### config.mk
export PLATFORM = sky130hd
export DESIGN_NAME = control_sequencer_flat
export DESIGN_NICKNAME = d
export VERILOG_FILES = /design/src/rtl/control_sequencer_if.sv /design/src/rtl/control_sequencer.sv /design/src/flat_wrapper.sv
export SDC_FILE = /design/constraint.sdc
export NUM_CORES = 1
export LEC_CHECK = 0
export CORE_MARGIN = 10
export CORE_UTILIZATION = 43
export CTS_CLUSTER_DIAMETER = 200
export DETAILED_ROUTE_END_ITERATION = 6
export GPL_TIMING_DRIVEN = 1
export PLACE_DENSITY = 0.81
export RECOVER_POWER = 100
export SKIP_CTS_REPAIR_TIMING = 1
export SYNTH_ARGS = -nofsm -noshare
export SYNTH_HDL_FRONTEND = slang
export SYNTH_SLANG_ARGS = --single-unit
### constraint.sdc
create_clock -name clock -period 3.7 [get_ports clock]
set_input_delay 0.74 -clock clock [delete_from_list [all_inputs] [get_ports clock]]
set_output_delay 0.74 -clock clock [all_outputs]
set_load 0.005 [all_outputs]
### src/rtl/control_sequencer_if.sv
// Datapath control bundle for control_sequencer: sequencer inputs (run, memory
// handshake, IR word, single-step) and every datapath control it drives.
interface control_sequencer_if #(
    parameter int unsigned CNT_W = 16
);
    logic             run;
    logic             mem_ready;
    logic [31:0]      ir;
    logic             step;

    logic PCin, PCout, IRin, MARin, MDRin, MDRout, read;
    logic HIin, HIout, LOin, LOout, Yin, Zin, ZHighout, ZLowout;
    logic InPortin, InPortout, OutPortin, OutPortout, Cin, Cout;
    logic Rin, Rout;
    logic [3:0]       reg_select;
    logic [3:0]       ALU_operation;

    logic             busy;
    logic             halted;
    logic             illegal;
    logic [CNT_W-1:0] retired;

    // Sequencer side
    modport master (
        input  run, mem_ready, ir, step,
        output PCin, PCout, IRin, MARin, MDRin, MDRout, read,
        output HIin, HIout, LOin, LOout, Yin, Zin, ZHighout, ZLowout,
        output InPortin, InPortout, OutPortin, OutPortout, Cin, Cout,
        output Rin, Rout, reg_select, ALU_operation,
        output busy, halted, illegal, retired
    );

    // Datapath / environment side
    modport slave (
        output run, mem_ready, ir, step,
        input  PCin, PCout, IRin, MARin, MDRin, MDRout, read,
        input  HIin, HIout, LOin, LOout, Yin, Zin, ZHighout, ZLowout,
        input  InPortin, InPortout, OutPortin, OutPortout, Cin, Cout,
        input  Rin, Rout, reg_select, ALU_operation,
        input  busy, halted, illegal, retired
    );
endinterface

### src/rtl/control_sequencer.sv
// Hardwired fetch/decode/execute control unit for the 32-bit bus datapath.
// Optional feature macro: SEQ_SINGLE_STEP_EN (pause after every instruction
// until a step pulse). CNT_W must match the interface instance's CNT_W.
module control_sequencer #(
    parameter int unsigned CNT_W = 16
) (
    input logic               clock,
    input logic               clear,
    control_sequencer_if.master bus
);
    typedef enum logic [3:0] {
        StIdle, StT0, StT1, StT2, StT3, StT4, StT5, StT6, StPause, StHalt
    } state_e;

`ifdef SEQ_SINGLE_STEP_EN
    localparam state_e StDone = StPause;
`else
    localparam state_e StDone = StT0;
`endif

    state_e           state_q, state_d;
    logic [CNT_W-1:0] retired_q;
    logic             t1_wait_q;  // already stalled in T1, so PC was loaded
    logic             last;       // final execute cycle of an instruction

    logic [4:0] op;
    logic [3:0] ra, rb, rc;
    logic       is_rtype, is_muldiv, is_negnot, is_ld, is_halt;

    assign op = bus.ir[31:27];
    assign ra = bus.ir[26:23];
    assign rb = bus.ir[22:19];
    assign rc = bus.ir[18:15];

    assign is_rtype  = (op >= 5'd3) && (op <= 5'd11);
    assign is_muldiv = (op == 5'd14) || (op == 5'd15);
    assign is_negnot = (op == 5'd16) || (op == 5'd17);
    assign is_ld     = (op == 5'd0);
    assign is_halt   = (op == 5'd27);

    logic unused_ir;
    assign unused_ir = ^bus.ir[14:0];
`ifndef SEQ_SINGLE_STEP_EN
    logic unused_step;
    assign unused_step = bus.step;
`endif

    // State, retire counter and T1 stall tracking
    always_ff @(posedge clock) begin
        if (clear) begin
            state_q   <= StIdle;
            retired_q <= '0;
            t1_wait_q <= 1'b0;
        end else begin
            state_q   <= state_d;
            t1_wait_q <= (state_q == StT1) && !bus.mem_ready;
            if (last) retired_q <= retired_q + CNT_W'(1);
        end
    end

    // Next state and datapath control decode
    always_comb begin
        state_d           = state_q;
        last              = 1'b0;
        bus.PCin          = 1'b0;
        bus.PCout         = 1'b0;
        bus.IRin          = 1'b0;
        bus.MARin         = 1'b0;
        bus.MDRin         = 1'b0;
        bus.MDRout        = 1'b0;
        bus.read          = 1'b0;
        bus.HIin          = 1'b0;
        bus.HIout         = 1'b0;
        bus.LOin          = 1'b0;
        bus.LOout         = 1'b0;
        bus.Yin           = 1'b0;
        bus.Zin           = 1'b0;
        bus.ZHighout      = 1'b0;
        bus.ZLowout       = 1'b0;
        bus.InPortin      = 1'b0;
        bus.InPortout     = 1'b0;
        bus.OutPortin     = 1'b0;
        bus.OutPortout    = 1'b0;
        bus.Cin           = 1'b0;
        bus.Cout          = 1'b0;
        bus.Rin           = 1'b0;
        bus.Rout          = 1'b0;
        bus.reg_select    = 4'd0;
        bus.ALU_operation = 4'd0;
        bus.illegal       = 1'b0;

        case (state_q)
            StIdle: if (bus.run) state_d = StT0;
            StT0: begin
                bus.PCout         = 1'b1;
                bus.MARin         = 1'b1;
                bus.Zin           = 1'b1;
                bus.ALU_operation = 4'd13;
                state_d           = StT1;
            end
            StT1: begin
                bus.ZLowout = 1'b1;
                bus.PCin    = !t1_wait_q;
                bus.read    = 1'b1;
                bus.MDRin   = 1'b1;
                if (bus.mem_ready) state_d = StT2;
            end
            StT2: begin
                bus.MDRout = 1'b1;
                bus.IRin   = 1'b1;
                state_d    = StT3;
            end
            StT3: begin
                state_d = StT4;
                if (is_ld) begin
                    bus.Rout = 1'b1; bus.reg_select = rb; bus.MARin = 1'b1;
                end else if (is_rtype) begin
                    bus.Rout = 1'b1; bus.reg_select = rb; bus.Yin = 1'b1;
                end else if (is_muldiv) begin
                    bus.Rout = 1'b1; bus.reg_select = ra; bus.Yin = 1'b1;
                end else if (is_negnot) begin
                    bus.Rout = 1'b1; bus.reg_select = rb; bus.Zin = 1'b1;
                    bus.ALU_operation = op[0] ? 4'd12 : 4'd11;
                end else begin
                    // Single-cycle ops; undefined opcodes act as nop
                    last = 1'b1;
                    case (op)
                        5'd22: begin bus.InPortout = 1'b1; bus.Rin = 1'b1; bus.reg_select = ra; end
                        5'd23: begin bus.Rout = 1'b1; bus.OutPortin = 1'b1; bus.reg_select = ra; end
                        5'd24: begin bus.HIout = 1'b1; bus.Rin = 1'b1; bus.reg_select = ra; end
                        5'd25: begin bus.LOout = 1'b1; bus.Rin = 1'b1; bus.reg_select = ra; end
                        5'd26, 5'd27: ;
                        default: bus.illegal = 1'b1;
                    endcase
                end
            end
            StT4: begin
                state_d = StT5;
                if (is_rtype) begin
                    bus.Rout = 1'b1; bus.reg_select = rc; bus.Zin = 1'b1;
                    bus.ALU_operation = 4'(op - 5'd3);
                end else if (is_muldiv) begin
                    bus.Rout = 1'b1; bus.reg_select = rb; bus.Zin = 1'b1;
                    bus.ALU_operation = op[0] ? 4'd10 : 4'd9;
                end else if (is_negnot) begin
                    bus.ZLowout = 1'b1; bus.Rin = 1'b1; bus.reg_select = ra;
                    last = 1'b1;
                end else begin
                    bus.read  = 1'b1;
                    bus.MDRin = 1'b1;
                    if (!bus.mem_ready) state_d = StT4;
                end
            end
            StT5: begin
                if (is_muldiv) begin
                    bus.ZLowout = 1'b1; bus.LOin = 1'b1;
                    state_d = StT6;
                end else if (is_rtype) begin
                    bus.ZLowout = 1'b1; bus.Rin = 1'b1; bus.reg_select = ra;
                    last = 1'b1;
                end else begin
                    bus.MDRout = 1'b1; bus.Rin = 1'b1; bus.reg_select = ra;
                    last = 1'b1;
                end
            end
            StT6: begin
                bus.ZHighout = 1'b1;
                bus.HIin     = 1'b1;
                last         = 1'b1;
            end
            StPause: begin
`ifdef SEQ_SINGLE_STEP_EN
                if (bus.step) state_d = StT0;
`else
                state_d = StT0;
`endif
            end
            StHalt:  state_d = StHalt;
            default: state_d = StIdle;
        endcase

        if (last) state_d = is_halt ? StHalt : StDone;
    end

    assign bus.busy    = (state_q != StIdle) && (state_q != StHalt);
    assign bus.halted  = (state_q == StHalt);
    assign bus.retired = retired_q;
endmodule

### src/flat_wrapper.sv
// flat-port wrapper written by rule: the top's interface ports become plain ports
module control_sequencer_flat 
#(
    parameter int unsigned CNT_W = 16
)
  (clock, clear, bus_run, bus_mem_ready, bus_ir, bus_step, bus_PCin, bus_PCout, bus_IRin, bus_MARin, bus_MDRin, bus_MDRout, bus_read, bus_HIin, bus_HIout, bus_LOin, bus_LOout, bus_Yin, bus_Zin, bus_ZHighout, bus_ZLowout, bus_InPortin, bus_InPortout, bus_OutPortin, bus_OutPortout, bus_Cin, bus_Cout, bus_Rin, bus_Rout, bus_reg_select, bus_ALU_operation, bus_busy, bus_halted, bus_illegal, bus_retired);
  control_sequencer_if #(.CNT_W(CNT_W)) bus_i ();
  input logic clock;
  input logic clear;
  input wire logic [$bits(bus_i.run)-1:0] bus_run;
  input wire logic [$bits(bus_i.mem_ready)-1:0] bus_mem_ready;
  input wire logic [$bits(bus_i.ir)-1:0] bus_ir;
  input wire logic [$bits(bus_i.step)-1:0] bus_step;
  output wire logic [$bits(bus_i.PCin)-1:0] bus_PCin;
  output wire logic [$bits(bus_i.PCout)-1:0] bus_PCout;
  output wire logic [$bits(bus_i.IRin)-1:0] bus_IRin;
  output wire logic [$bits(bus_i.MARin)-1:0] bus_MARin;
  output wire logic [$bits(bus_i.MDRin)-1:0] bus_MDRin;
  output wire logic [$bits(bus_i.MDRout)-1:0] bus_MDRout;
  output wire logic [$bits(bus_i.read)-1:0] bus_read;
  output wire logic [$bits(bus_i.HIin)-1:0] bus_HIin;
  output wire logic [$bits(bus_i.HIout)-1:0] bus_HIout;
  output wire logic [$bits(bus_i.LOin)-1:0] bus_LOin;
  output wire logic [$bits(bus_i.LOout)-1:0] bus_LOout;
  output wire logic [$bits(bus_i.Yin)-1:0] bus_Yin;
  output wire logic [$bits(bus_i.Zin)-1:0] bus_Zin;
  output wire logic [$bits(bus_i.ZHighout)-1:0] bus_ZHighout;
  output wire logic [$bits(bus_i.ZLowout)-1:0] bus_ZLowout;
  output wire logic [$bits(bus_i.InPortin)-1:0] bus_InPortin;
  output wire logic [$bits(bus_i.InPortout)-1:0] bus_InPortout;
  output wire logic [$bits(bus_i.OutPortin)-1:0] bus_OutPortin;
  output wire logic [$bits(bus_i.OutPortout)-1:0] bus_OutPortout;
  output wire logic [$bits(bus_i.Cin)-1:0] bus_Cin;
  output wire logic [$bits(bus_i.Cout)-1:0] bus_Cout;
  output wire logic [$bits(bus_i.Rin)-1:0] bus_Rin;
  output wire logic [$bits(bus_i.Rout)-1:0] bus_Rout;
  output wire logic [$bits(bus_i.reg_select)-1:0] bus_reg_select;
  output wire logic [$bits(bus_i.ALU_operation)-1:0] bus_ALU_operation;
  output wire logic [$bits(bus_i.busy)-1:0] bus_busy;
  output wire logic [$bits(bus_i.halted)-1:0] bus_halted;
  output wire logic [$bits(bus_i.illegal)-1:0] bus_illegal;
  output wire logic [$bits(bus_i.retired)-1:0] bus_retired;
  assign bus_i.run = bus_run;
  assign bus_i.mem_ready = bus_mem_ready;
  assign bus_i.ir = bus_ir;
  assign bus_i.step = bus_step;
  assign bus_PCin = bus_i.PCin;
  assign bus_PCout = bus_i.PCout;
  assign bus_IRin = bus_i.IRin;
  assign bus_MARin = bus_i.MARin;
  assign bus_MDRin = bus_i.MDRin;
  assign bus_MDRout = bus_i.MDRout;
  assign bus_read = bus_i.read;
  assign bus_HIin = bus_i.HIin;
  assign bus_HIout = bus_i.HIout;
  assign bus_LOin = bus_i.LOin;
  assign bus_LOout = bus_i.LOout;
  assign bus_Yin = bus_i.Yin;
  assign bus_Zin = bus_i.Zin;
  assign bus_ZHighout = bus_i.ZHighout;
  assign bus_ZLowout = bus_i.ZLowout;
  assign bus_InPortin = bus_i.InPortin;
  assign bus_InPortout = bus_i.InPortout;
  assign bus_OutPortin = bus_i.OutPortin;
  assign bus_OutPortout = bus_i.OutPortout;
  assign bus_Cin = bus_i.Cin;
  assign bus_Cout = bus_i.Cout;
  assign bus_Rin = bus_i.Rin;
  assign bus_Rout = bus_i.Rout;
  assign bus_reg_select = bus_i.reg_select;
  assign bus_ALU_operation = bus_i.ALU_operation;
  assign bus_busy = bus_i.busy;
  assign bus_halted = bus_i.halted;
  assign bus_illegal = bus_i.illegal;
  assign bus_retired = bus_i.retired;
  control_sequencer #(.CNT_W(CNT_W)) u_core (.clock(clock), .clear(clear), .bus(bus_i));
endmodule
==> flow_metrics.env <==
export IMPL_status="finished clean"
export IMPL_rsz0062_at_grt="true"
export IMPL_ys_ff_latch=21
export IMPL_first_iter_violations=99
export IMPL_r2r_start="u_core.state_q[1]"
export IMPL_initial_core_util=0.4392
export IMPL_grt_pass1_wl_um=9915
export IMPL_setup_worst_path_end_class="primary output"
export IMPL_finalHoldViolCount=0
export IMPL_top_level_ports=87
export IMPL_crit_path_max_fanout=10
export IMPL_synth_most_common_cell="nor2_1"
export IMPL_cap_viol_max_count=0
export IMPL_cts_buffers=3
export IMPL_reg2reg_slack_ns=0.87
export IMPL_clk_path_buf_depth=2
export IMPL_path_class="input port to primary output"
export IMPL_clk_pin_slew_ns=0.07
export IMPL_design_core_area_mm2=0.004692
export IMPL_power_density_mw_per_mm2=281.7
export IMPL_ys_top_cells_by_area="dfxtp_1 20%, a21oi_1 5.6%, nor2_1 5.3%"
export IMPL_dpl_instance_area_mm2=0.002909
export IMPL_critPathLaunchType="input port"
export IMPL_clock_sinks=21
export IMPL_viasPerCell=5.557
export IMPL_fin_worst_skew_ns=0.007625
export IMPL_overflow=0
export IMPL_syn_area_per_cell_um2=7.308
export IMPL_fin_crit_sh=0.9783
export IMPL_switchingPower_uw=320.4
export IMPL_diodes=0
export IMPL_place_congestion=0.8736
export IMPL_num_rows=25
export IMPL_nNetsFinal=409
export IMPL_stdcell_area_mm2=0.003090
export IMPL_hp_start="u_core.bus.retired[1]"
export IMPL_antenna_found_initial=0
export IMPL_yosysUniqueCellTypes=58
export IMPL_drcViolationCount=0
export IMPL_tritoncts="yes"
export IMPL_drive_above_1_share=0.2104
export IMPL_required_ns=2.96
export IMPL_synth_top_area_share=0.2040
export IMPL_switching_share=0.3681
export IMPL_crit_arrival_ns=2.88
export IMPL_hp_class="flip-flop to flip-flop"
export IMPL_worstSetupStartpoint="bus_ir[27]"
export IMPL_clock_latency_ns=0.26
export IMPL_die_height_um=89.23
export IMPL_ir_worst_vdd_mv=0.1740
export IMPL_fp_dieArea_mm2=0.007961
export IMPL_fin_tns_setup_ns=0
export IMPL_power_leakage_nw=1.557
export IMPL_synth_ff_type="dfxtp_1"
export IMPL_post_route_min_period_ns=3.620
export IMPL_drtAntennaViolNets=0
export IMPL_pwr_share_seq=0.320
export IMPL_area_delta_synth_final_pct=49.97
export IMPL_mappedNetlistArea_mm2=0.002061
export IMPL_finalMaxSlewViolations=0
export IMPL_dr_total_vias=2334
export IMPL_p_int_uw=550.1
export IMPL_synthArstFlopShare=0
export IMPL_portBuffers=66
export IMPL_wl_per_cell_um=15.18
export IMPL_die_x_um=89.23
export IMPL_dp_hpwl_um=4945
export IMPL_p_clk_frac=0.174
export IMPL_syn_inst=282
export IMPL_wirelength_um=6376
export IMPL_yosysTopAreaCell="dfxtp_1"
export IMPL_grtUsageTotal=0.1509
export IMPL_cts_htree_levels=1
export IMPL_setup_viol=0
export IMPL_slew_headroom=0.2477
export IMPL_fin_hold_ws_ns=0.5100
export IMPL_yosys_warnings=0
export IMPL_first_pass_iters=4
export IMPL_tightest_slew_ns=1.125
export IMPL_cts_root_buf="clkbuf_8"
export IMPL_fin_util=0.6587
export IMPL_synth_edf_count=0
export IMPL_max_freq_mhz=276.3
export IMPL_grt_max_degree=35
export IMPL_yosys_top_cells_count="29 x nor2_1, 23 x a21oi_1, 22 x nand2_1"
export IMPL_grt_pass1_vias=2130
export IMPL_yosysSeqAreaShare=0.2040
export IMPL_pwr_share_comb=0.506
## path summary, 6_finish.rpt
kind                                              end  cells after the start
worst min register to register  u_core.bus.retired[1]                      2
worst min-delay path            u_core.bus.retired[1]                      2
worst max register to register  u_core.bus.retired[9]                      8
worst max-delay path                bus_reg_select[2]                     11
## layer usage
metal,GRT usage,part of all wire,vias to the layer above
met1,0.1864,0.43,1116
met5,0,0,-
met2,0.2647,0.51,47
met4,0.02746,0.015,0
met3,0.03008,0.048,10
li1,-,-,1161
## cell usage in the layout (no fill, tap or decap), drive strengths merged, types with 2 or more instances in the layout
master / Yosys / final
nand2b: 7 / 7
and4: 3 / 3
nor2b: 16 / 16
clkdlybuf4s50: 0 / 27
dlymetal6s2s: 0 / 16
o21bai: 2 / 2
conb: 1 / 4
or2: 3 / 3
dlygate4sd3: 0 / 23
or3: 2 / 2
a21o: 2 / 2
mux2: 14 / 14
a21oi: 27 / 27
clkbuf: 8 / 5
ha: 5 / 5
nor2: 29 / 29
nand4: 5 / 5
inv: 14 / 14
nor3: 9 / 9
nor4: 4 / 4
nand3: 12 / 12
and3: 5 / 5
dfxtp: 21 / 21
nand2: 22 / 22
mux2i: 2 / 2
a2bb2oi: 3 / 3
buf: 19 / 37
o221ai: 4 / 4
a31oi: 2 / 2
o31ai: 2 / 2
and2: 6 / 6
xnor2: 2 / 2
o21ai: 14 / 14
## kinds of logic (layout without fill, tap and decap cells)
kind of cell	Yosys count	count (layout)	synth area share
simple gates	126	126	0.3297
compound gates	70	70	0.2356
buf+inv	41	122	0.1038
flops	21	21	0.2040
mux	16	16	0.08622
fa+ha+maj	5	5	0.03036
xor+xnor	2	2	0.008502
other cells	1	4	0.001820
## critical path: stages
cell and delay (ns):
clkdlybuf4s50_1 0.43, buf_6 0.15, ha_1 0.21, o21a_1 0.22
buf_4 0.14, nand3_1 0.11, a2bb2oi_2 0.19, a2bb2oi_1 0.23
buf_4 0.17, o221ai_1 0.11, dlymetal6s2s_1 0.18
## registers in the layout, summed over array words and instances, names as in the netlist
signal	count
u_core.state_q	4
u_core.bus.retired	16
u_core.t1_wait_q	1
## power by group through the flow
stage | clock network [mW] | registers [mW] | logic, mW
4_1_cts | 0.153 | 0.277 | 0.431
6_report | 0.151 | 0.279 | 0.440
2_1_floorplan | 0 | 0.252 | 0.249
5_1_grt | 0.162 | 0.283 | 0.480
3_5_place_dp | 0 | 0.282 | 0.429
3_3_place_gp | 0 | 0.279 | 0.420
## stage by stage
step	setup slack (ns)	power (mW)	std cells
after floorplan	0.4036	0.5014	285
after global placement	-0.2354	0.6990	414
after detailed placement	-0.3133	0.7116	414
after CTS	-0.3355	0.8605	418
after global routing	-0.04027	0.9254	420
final	0.08036	0.8705	420
## layout make-up
cell class / instances / area (um2)
Sequential cell: 21 / 420.4
Multi-Input combinational cell: 223 / 1515
Fill cell: 398 / 1602
Clock buffer: 4 / 45.04
Tap cell: 54 / 67.56
Timing Repair Buffer: 104 / 989.7
Inverter: 14 / 52.55
(Power assumes the default switching activity.)
